**config.mk**
```make
export PLATFORM = sky130hd
export DESIGN_NAME = mux_tt_scanner
export DESIGN_NICKNAME = d
export VERILOG_FILES = /design/src/rtl/mux_tt_scanner.sv
export SDC_FILE = /design/constraint.sdc
export NUM_CORES = 1
export LEC_CHECK = 0
export CORE_MARGIN = 3
export CORE_UTILIZATION = 30
export CTS_BUF_LIST = sky130_fd_sc_hd__clkbuf_2
export CTS_CLUSTER_DIAMETER = 100
export CTS_CLUSTER_SIZE = 16
export DETAILED_ROUTE_END_ITERATION = 6
export GPL_ROUTABILITY_DRIVEN = 0
export GPL_TIMING_DRIVEN = 0
export PLACE_DENSITY = 0.47
export SLEW_MARGIN = 15
export SYNTH_ARGS = -nofsm -noshare
export SYNTH_HDL_FRONTEND = slang
export SYNTH_SLANG_ARGS = --single-unit
```
**constraint.sdc**
```tcl
create_clock -name clk -period 4.7 [get_ports clk]
set_input_delay 1.175 -clock clk [delete_from_list [all_inputs] [get_ports clk]]
set_output_delay 1.175 -clock clk [all_outputs]
set_load 0.02 [all_outputs]
```
**src/rtl/mux_tt_scanner.sv**
```systemverilog
// rtl/mux_tt_scanner.sv - exhaustive truth-table scanner for a 4-input mux-based function
//
// Steps vec through 0..15, holds each vector for SETTLE_CYC cycles and then
// samples func_in into tt[vec].  After the last vector the captured table is
// compared against the EXPECTED parameter.
//
// Parameters
//   SETTLE_CYC : cycles each vector is held before it is sampled (1..15)
//   EXPECTED   : golden truth table, bit i = expected output for vector i
// Ports
//   clk      : clock, rising edge
//   rst_n    : asynchronous active-low reset
//   start    : scan request, honoured only in IDLE
//   abort    : stops a scan in progress (SETTLE or SAMPLE)
//   func_in  : output of the function under control
//   vec      : function inputs {A,B,C,D}
//   busy     : scan in progress
//   done     : one-cycle pulse when a full scan completes
//   tt       : captured truth table
//   mismatch : tt differs from EXPECTED (updated with done)
//   err_cnt  : number of differing bits, 0..16 (updated with done)

module mux_tt_scanner #(
    parameter int unsigned SETTLE_CYC = 2,
    parameter logic [15:0] EXPECTED   = 16'h0000
) (
    input  logic        clk,
    input  logic        rst_n,
    input  logic        start,
    input  logic        abort,
    input  logic        func_in,
    output logic [3:0]  vec,
    output logic        busy,
    output logic        done,
    output logic [15:0] tt,
    output logic        mismatch,
    output logic [4:0]  err_cnt
);

    typedef enum logic [1:0] {
        IDLE   = 2'd0,
        SETTLE = 2'd1,
        SAMPLE = 2'd2,
        DONE   = 2'd3
    } state_t;

    localparam logic [3:0] SETTLE_LAST = 4'(SETTLE_CYC - 1);

    state_t     state;
    logic [3:0] index;
    logic [3:0] settle_cnt;

    logic [15:0] tt_nxt;
    logic [4:0]  err_nxt;

    // Population count kept at 5 bits so that 16 differing bits reads as 16.
    function automatic logic [4:0] popcnt16(input logic [15:0] v);
        logic [4:0] c;
        c = 5'd0;
        for (int i = 0; i < 16; i++) begin
            c = c + 5'(v[i]);
        end
        return c;
    endfunction

    // Table as it will look after the current SAMPLE write; the final
    // comparison uses this so mismatch/err_cnt are valid alongside done.
    always_comb begin
        tt_nxt        = tt;
        tt_nxt[index] = func_in;
        err_nxt       = popcnt16(tt_nxt ^ EXPECTED);
    end

    always_ff @(posedge clk or negedge rst_n) begin
        if (!rst_n) begin
            state      <= IDLE;
            index      <= 4'h0;
            settle_cnt <= 4'h0;
            vec        <= 4'h0;
            busy       <= 1'b0;
            done       <= 1'b0;
            tt         <= 16'h0000;
            mismatch   <= 1'b0;
            err_cnt    <= 5'd0;
        end else begin
            done <= 1'b0;
            case (state)
                IDLE: begin
                    if (start && !abort) begin
                        tt         <= 16'h0000;
                        index      <= 4'h0;
                        settle_cnt <= 4'h0;
                        vec        <= 4'h0;
                        busy       <= 1'b1;
                        state      <= SETTLE;
                    end
                end

                SETTLE: begin
                    if (abort) begin
                        index      <= 4'h0;
                        settle_cnt <= 4'h0;
                        vec        <= 4'h0;
                        busy       <= 1'b0;
                        state      <= IDLE;
                    end else begin
                        settle_cnt <= settle_cnt + 4'h1;
                        if (settle_cnt == SETTLE_LAST) begin
                            state <= SAMPLE;
                        end
                    end
                end

                SAMPLE: begin
                    if (abort) begin
                        // Captured bits are kept; this cycle's write is dropped.
                        index      <= 4'h0;
                        settle_cnt <= 4'h0;
                        vec        <= 4'h0;
                        busy       <= 1'b0;
                        state      <= IDLE;
                    end else begin
                        tt         <= tt_nxt;
                        settle_cnt <= 4'h0;
                        if (index == 4'hF) begin
                            vec      <= 4'h0;
                            busy     <= 1'b0;
                            done     <= 1'b1;
                            mismatch <= (tt_nxt != EXPECTED);
                            err_cnt  <= err_nxt;
                            state    <= DONE;
                        end else begin
                            index <= index + 4'h1;
                            vec   <= index + 4'h1;
                            state <= SETTLE;
                        end
                    end
                end

                DONE: begin
                    index <= 4'h0;
                    state <= IDLE;
                end

                default: begin
                    state <= IDLE;
                end
            endcase
        end
    end

endmodule
```
After elaboration in Yosys (flattened, before gate mapping) --
Index checks and enable logic that the tools add are counted.
Word-level totals: input bits 5, word-level logic and storage cells 84, register bits after elaboration 38, output and inout bits 28
Operators by class: reduce and logical (&&, ||, !) cells 14, bitwise gates (word level) 1, order comparisons 2, add/sub/neg operators 17, equal/unequal tests 11, muxes and demuxes 30
Operator list (count):
- $add A5 B1 Y5 | 11
- $mux W16 | 2
- $pmux W16 S2 | 1
- $mux W4 | 7
- $pmux W4 S3 | 2
- $bwmux W16 | 1
- $pmux W4 S4 | 1
- $reduce_bool A16 Y1 | 1
- $reduce_and A3 Y1 | 4
- $mux W2 | 5
- $ne A3 B3 Y1 const B | 3
- $add A4 B1 Y4 const B | 2
- $mux W1 | 8
- $pmux W2 S4 | 1
- $ne A2 B2 Y1 const B | 3
- $add A4 B1 Y5 | 1
- $lt A4 B5 Y1 const B | 1
- $add A3 B1 Y4 | 1
- $demux W1 S4 | 1
- $eq A2 B2 Y1 const B | 2
- $eq A4 B1 Y1 const B | 1
- $eq A4 B4 Y1 const B | 1
- $ge A4 B1 Y1 const B | 1
- $reduce_and A2 Y1 | 2
- other kinds (11) | 12

Logic depth before layout (Yosys ltp) --
Gate-level depths: netlist (run 1).
depth in word-level cells 20, depth in mapped cells 18, gate-level depth less buffers 18

Worst setup path after synthesis (run 1) --
No wires, ideal clock.
path kind input to register, from input port func_in, to register err_cnt[4], data required time 4.617 ns, stages on the path 15, setup slack -0.150 ns, data arrival time 4.767 ns, path buffers 2, library setup time 0.083 ns, cells stage by stage buf_2 > clkbuf_1 > mux2_2 > fa_1 > inv_1 > fa_1 > fa_1 > fa_1 > inv_1 > ha_1 > inv_1 > fa_1 > nor2b_1 > o21ai_0 > o21ai_0
On the way: cells in the longest elaborated chain, start to end 16
RTL lines:
- from (decl) | line 31 | input logic func_in,
- $bwmux W16 * | line 70 | tt_nxt[index] = func_in;
- $add A1 B1 Y2 | line 61 | c = c + 5'(v[i]);
- $add A2 B1 Y3 | line 61
- $add A3 B1 Y4 | line 61
- $add A4 B1 Y5 | line 61
- $add A5 B1 Y5 (10 in series) | line 61
- $add A5 B1 Y5 * | line 61
- to (signal assigned) | line 130 | err_cnt <= err_nxt;
- to (decl) | line 37 | output logic [4:0] err_cnt
Mark *: on every way between the ends. The rest lies on a longest branch, timed or not. A chain may end at the register's enable or synchronous reset.

Worst setup path after layout (run 1) --
from input port func_in, to register err_cnt[3]
The elaborated chain is that of the path after synthesis.

==> results.md, run 1 <==
| Item | Value |
| --- | --- |
| Fmax | 0.2205 GHz |
| Post-route minimum period | 4.534 ns |
| Switching part of the total power | 37.69% |
| Top FF cell, synth | dfrtp_1 |
| Final worst-path setup slack | 0.1657 ns |
| Power share of the clock group | 23.1% |
| Cell depth of the worst flop-to-flop path | 15 |
| CTS root buffer | clkbuf_2 |
| Share of total power in combinational logic | 34.8% |
| Setup violations, final | 0 |
| Final period util | 96.48% |
| Startpoint of the most critical hold path | err_cnt[0]$_DFFE_PN0P_ |
| Post-synthesis sequential element count | 38 |
| Setup repair after global routing missed its margin | false |
| Clock tree from TritonCTS | built |
| Type of the most critical hold path | register to register |
| Standard cell core area | 0.007807 sq mm |
| End point of the worst hold path | err_cnt[0]$_DFFE_PN0P_ |
| 1st-pass router iterations | 4 |
| Vertical die dimension | 96.00 um |
| Sort of element at the start of the critical path | input port |
| Syn Area/Cell | 9.604 sq um |
| Number of flops mapped to enable cells by yosys | 0 |
| Switch Pwr | 0.0003387 W |
| Internal power of the cells | 0.0005599 W |
| Vias in the first global route | 1856 |
| Maximum clock insertion buffer count | 2 |
| Clock-pin slew reported for the worst setup and hold paths after clock tree synthesis | 0.20 ns |
| Number of vias in the routed layout | 1827 |
| Number of nets in the finished design | 326 |
| CP endpoint kind | register |
| Post-route DRC violation count | 0 |
| Hold path cells | 2 |
| Fraction of registers with async set/reset | 100.0% |
| Worst reg2reg endpoint | err_cnt[3]$_DFFE_PN0P_ |
| Maximum ir drop on the vdd rail | 0.0001176 V |
| Leading post-synthesis cells by cell area | dfrtp_1, ha_1, fa_1 |
| # hold bufs at CTS | 0 |
| Data arrival time of the critical path | 4.83 ns |
| Share of the yosys chip area belonging to registers | 39.13% |
| Share of the synthesized area in the top cell type | 39.13% |
| Sequential share of power | 42.0% |
| Count of final hold-check violations | 0 |
| Vias per cell | 4.602 |
| Placed wire-length estimate | 4335 um |
| PnR Total Power | 0.0008986 W |
| CTS H-tree lvls | 2 |
| Endpoint required time on the critical path | 5.00 ns |
| Synth cell types | 39 |
| Worst Hold Margin | 0.5052 ns |
| First element of the critical path | func_in |
| CTS sink count | 38 |
| Commonest cells post-synth | nand2_1, dfrtp_1, inv_1 |
| First-pass GRT wire length | 9535 um |
| Status | finished clean |
| Initial antenna violation count | 0 |
| Tightest Pin Transition | 0.3974 ns |
| Reg2reg setup slack | 0.26 ns |
| WS Path Type | input port to register |
| Reg2Reg Launch Point | index[1]$_DFFE_PN0P_ |
| Count of final max-slew check failures | 0 |
| Leftover overflow at the end of global routing | 0 |
| ANT nets after route | 0 |
| Static leakage | 1.458 nW |
| Gate Count Post-Synth | 253 |
| Post-placement worst setup slack | -0.2443 ns |
| Number of placement rows | 32 |
| Power density over the cells | 295.6 mW/mm^2 |
| Insertion delay of the later-clocked pin in the worst-skew pair | 0.40 ns |
| Leading cell type by number of instances after synthesis | nand2_1 |
| Synth warnings | 0 |
| Maximum number of pins on one net before global-route repair | 29 |
| Horizontal extent of the die | 96.00 um |
| Area of the die | 0.009215 sq mm |
| Number of top-level pins | 33 |
| Final routed wire length divided by cell count | 14.20 um |
| Max capacitance violation total | 0 |
| Worst-path maximum fanout | 10 |
| Starting density of the core | 31.12% |
| Area growth from synthesis to layout | 25.13% |
| Post-synthesis net count | 285 |
| Antenna diode instance count | 0 |
| Top cell type by total area after synthesis | dfrtp_1 |
| Num CTS Buffers | 5 |
| # fillers | 812 |
| Overall track demand over capacity in global routing | 13.60% |
| Finished Core Util | 38.94% |
| DRC violation total after the first TritonRoute iteration | 70 |
| Netlist area before placement | 0.002430 sq mm |
| Normalized max-slew margin | 73.51% |
| Port Buffer Count | 31 |
| Total wire length | 5639 um |
| Share of cells above drive strength 1 | 14.92% |
| Maximum clock skew at final layout | 0.01559 ns |
## metrics by stage
stage | setup TNS (ns) | instances | area, sq um
after floorplan | 0 | 253 | 2456
after global placement | -0.6817 | 386 | 2894
after detailed placement | -0.7230 | 387 | 2909
after CTS | 0 | 395 | 2974
after global routing | 0 | 397 | 3040
final | 0 | 397 | 3040
## critical path, cell delays in order
cell	delay, ns
buf_4	0.16
clkbuf_8	0.18
mux2i_4	0.16
inv_1	0.08
fa_1	0.52
fa_1	0.55
inv_1	0.06
fa_1	0.43
fa_1	0.56
inv_1	0.06
ha_1	0.29
a21o_1	0.16
a21oi_1	0.18
xor2_1	0.18
o21ai_0	0.10
## sequential cells by signal (all words and copies together) (netlist names)
| register | cells |
|---|---|
| busy | 1 |
| done | 1 |
| err_cnt | 5 |
| index | 4 |
| mismatch | 1 |
| settle_cnt | 4 |
| state | 2 |
| tt | 16 |
| vec | 4 |
## worst max-delay path by stage
stage / endpoint
2_1_floorplan: err_cnt[3]$_DFFE_PN0P_
3_3_place_gp: err_cnt[3]$_DFFE_PN0P_
3_5_place_dp: err_cnt[3]$_DFFE_PN0P_
4_1_cts: err_cnt[3]$_DFFE_PN0P_
5_1_grt: err_cnt[4]$_DFFE_PN0P_
6_report: err_cnt[3]$_DFFE_PN0P_
## per-layer routing
| metal | part of all wire [%] | global-route usage (%) |
|---|---|---|
| met4 | 1.2 | 3.910 |
| met2 | 43 | 20.36 |
| met5 | 0 | 0 |
| met3 | 4.1 | 3.206 |
| met1 | 51 | 19.47 |
## area by class of cell
type / instances / area, sq um / area share (%)
multi-input cells: 179 / 1385 / 45.56
flip-flops and latches: 38 / 952.2 / 31.32
repair buffers: 34 / 340.3 / 11.19
well taps: 102 / 127.6 / 4.198
inverters: 26 / 97.59 / 3.210
plain buffers: 10 / 72.57 / 2.387
clock inverters: 3 / 40.04 / 1.317
clock buffers: 5 / 25.02 / 0.8230
## logic make-up after synthesis
family / share of synthesized area [%]
adders and majority gates: 16.99
AOI/OAI and AO/OA: 12.51
DFF: 39.13
muxes: 7.776
buffers and inverters: 6.488
and+or+nand+nor: 14.93
xor gates and xnor gates: 2.163
## power groups by stage
stage	clock network (W)	registers, W	logic (W)
final	0.000208	0.000378	0.000313
after global routing	0.000232	0.000383	0.000354
after CTS	0.000221	0.000378	0.000311
after detailed placement	0	0.000384	0.000310
after global placement	0	0.000384	0.000306
after floorplan	0	0.000394	0.000197
## placed cells by master (no fill, tap or decap), types with 4 or more instances in the layout
cell type / netlist / final
dfrtp_1: 38 / 37
nand2b_1: 4 / 4
ha_1: 17 / 15
xor2_1: 5 / 5
buf_4: 3 / 6
nand2_1: 42 / 42
mux2_2: 7 / 5
fa_1: 10 / 9
a21oi_1: 9 / 9
nor2_1: 8 / 7
clkbuf_2: 1 / 6
o21ai_0: 25 / 23
inv_1: 26 / 26
nor2b_1: 4 / 4
a22o_1: 6 / 6
mux2i_1: 11 / 6
clkdlybuf4s50_1: 0 / 30
## timing repair
item	CTS	global route
gates resized for setup	0	12
setup endpoints to repair	0	4
setup buffers	0	2
endpoints found under the hold margin	0	0
Note: power is estimated with default switching activity, not from simulation.
==> run 2: changes to the inputs <==
--- a/config.mk
+++ b/config.mk
@@ -8,5 +8,5 @@
 export CORE_MARGIN = 3
 export CORE_UTILIZATION = 30
-export CTS_BUF_LIST = sky130_fd_sc_hd__clkbuf_2
+export CTS_BUF_LIST = sky130_fd_sc_hd__clkbuf_8 sky130_fd_sc_hd__clkbuf_16
 export CTS_CLUSTER_DIAMETER = 100
 export CTS_CLUSTER_SIZE = 16
==> constraint.sdc (replaced) <==
create_clock -name clk -period 4.7 [get_ports clk]
set_input_delay 0.47 -clock clk [delete_from_list [all_inputs] [get_ports clk]]
set_output_delay 0.47 -clock clk [all_outputs]
set_load 0.02 [all_outputs]
==> results.md, run 2 (synthesis gave the netlist of run 1 again) <==
| Item | Value |
| --- | --- |
| Post-route DRC violation count | 0 |
| Number of placement rows | 32 |
| Internal power of the cells | 0.0005828 W |
| Area of the die | 0.009215 sq mm |
| Number of top-level pins | 33 |
| Most flop-heavy register | tt |
| Placed wire-length estimate | 4348 um |
| Total negative setup slack | 0 ns |
| Status | finished clean |
| Power share of the clock group | 25.9% |
| Horizontal extent of the die | 96.00 um |
| Overall track demand over capacity in global routing | 13.38% |
| 1st-pass router iterations | 4 |
| Reg2reg setup slack | 0.21 ns |
| Reg2Reg Launch Point | index[1]$_DFFE_PN0P_ |
| Maximum number of pins on one net before global-route repair | 21 |
| PnR Total Power | 0.0009189 W |
| Leading cell type in the layout, fill and taps excluded | nand2_1 |
| Number of nets in the finished design | 325 |
| Initial antenna violation count | 0 |
| # hold bufs at CTS | 0 |
| Vias in the first global route | 1869 |
| ANT nets after route | 0 |
| Fmax | 0.2225 GHz |
| Starting density of the core | 31.12% |
| CTS root buffer | clkbuf_8 |
| Delay of the slowest critical-path stage | 0.56 ns |
| Area growth from synthesis to layout | 24.30% |
| Setup repair after global routing missed its margin | false |
| Final routed wire length divided by cell count | 14.32 um |
| Count of final max-slew check failures | 0 |
| Type of the most critical hold path | input port to asynchronous set/reset pin |
| Port Buffer Count | 31 |
| Sequential share of power | 41.1% |
| Maximum clock insertion buffer count | 2 |
| Total wire length | 5669 um |
| Post-route minimum period | 4.494 ns |
| Switching part of the total power | 36.58% |
| Number of vias in the routed layout | 1825 |
| Post-placement worst setup slack | 0.04766 ns |
| Switch Pwr | 0.0003361 W |
| Num CTS Buffers | 5 |
| Worst-path maximum fanout | 5 |
| Max FFs per register | 16 |
| First-pass GRT wire length | 9528 um |
| Max capacitance violation total | 0 |
| Insertion delay of the later-clocked pin in the worst-skew pair | 0.29 ns |
| Slowest stage cell on the critical path | fa_1 |
| Normalized max-slew margin | 66.38% |
| CP Depth | 17 |
| Clock tree from TritonCTS | built |
| Clock-pin slew reported for the worst setup and hold paths after clock tree synthesis | 0.08 ns |
| Final worst-path setup slack | 0.2056 ns |
| Count of final hold-check violations | 0 |
| Maximum clock skew at final layout | 0.005034 ns |
| WS Path Type | register to register |
| Static leakage | 1.459 nW |
| Endpoint required time on the critical path | 4.92 ns |
| Top flop regs | tt (16), err_cnt (5) |
| Sort of element at the start of the critical path | register |
| Cell depth of the worst flop-to-flop path | 17 |
| Leading cell types in the layout, fill and taps excluded | nand2_1, dfrtp_1, clkdlybuf4s50_1 |
| Share of cells above drive strength 1 | 11.90% |
| Tightest Pin Transition | 0.5043 ns |
| Leftover overflow at the end of global routing | 0 |
| Antenna diode instance count | 0 |
| Number of buffers and inverters on the critical path | 5 |
| Cell Chain, Critical Path | inv_1 -> ha_1 -> nand3b_1 -> mux2i_1 -> inv_1 -> fa_1 -> inv_1 -> fa_1 -> fa_1 -> fa_1 -> inv_1 -> ha_1 -> inv_1 -> fa_1 -> nor2b_1 -> o21ai_0 -> o21ai_0 |
| DRC violation total after the first TritonRoute iteration | 68 |
| Standard cell core area | 0.007807 sq mm |
| Data arrival time of the critical path | 4.71 ns |
| Final period util | 95.63% |
| CTS sink count | 38 |
| CP endpoint kind | register |
| Vertical die dimension | 96.00 um |
| CTS H-tree lvls | 2 |
| Vias per cell | 4.609 |
| Maximum ir drop on the vdd rail | 0.0001182 V |
| Power density over the cells | 304.2 mW/mm^2 |
| Worst path top cell family by delay | adder cells |
| Share of total power in combinational logic | 33.0% |
| First element of the critical path | index[1]$_DFFE_PN0P_ |
| Setup violations, final | 0 |
## run 2: layer usage
layer  share of wire, %  vias to the layer above  track usage, %
li1                   -                      918               -
met1                 49                      875           18.31
met2                 47                       25           21.51
met3                3.3                        7           3.127
met4               0.95                        0           2.844
met5                  0                        -               0
## run 2: layout make-up
cell class,count,area [sq um]
Sequential cell,38,950.9
Timing Repair Buffer,33,340.3
Clock inverter,2,8.758
Tap cell,102,127.6
Buffer,10,60.06
Multi-Input combinational cell,179,1353
Clock buffer,6,82.58
Inverter,26,97.59
Fill cell,810,4787
## run 2: repair_timing
item                                   4_1_cts  5_1_grt
setup endpoints to repair                    0        4
endpoints found under the hold margin        0        0
setup buffers                                0        1
gates resized for setup                      0        7
## run 2: power by group through the flow
| stage | registers, W | clock network, W | logic (W) |
|---|---|---|---|
| after floorplan | 0.000394 | 0 | 0.000197 |
| after global placement | 0.000383 | 0 | 0.000299 |
| after detailed placement | 0.000384 | 0 | 0.000304 |
| after CTS | 0.000377 | 0.000250 | 0.000306 |
| after global routing | 0.000382 | 0.000264 | 0.000350 |
| final | 0.000378 | 0.000238 | 0.000303 |
## run 2: final timing paths
path	end
max	err_cnt[4]$_DFFE_PN0P_
min	settle_cnt[2]$_DFFE_PN0P_
max reg2reg	err_cnt[4]$_DFFE_PN0P_
min reg2reg	vec[1]$_DFFE_PN0P_
max in group asynchronous	tt[4]$_DFFE_PN0P_
min in group clk	vec[1]$_DFFE_PN0P_
## run 2: through the flow
| step | cells | util, % | hold slack (ns) | cell area [sq um] |
|---|---|---|---|---|
| floorplan | 253 | - | 0.1744 | 2430 |
| global placement | 386 | 36.73 | 0.4611 | 2868 |
| detailed placement | 387 | 37.02 | 0.4659 | 2890 |
| CTS | 395 | 38.19 | 0.1527 | 2982 |
| global route | 396 | 38.69 | 0.1606 | 3020 |
| finish | 396 | 38.69 | 0.1390 | 3020 |
==> run 3: changes to the inputs <==
- CTS_CLUSTER_DIAMETER: 100 -> 200
==> results of run 3 <==
The final DEF is identical to that of run 2; final timing and power are the same.
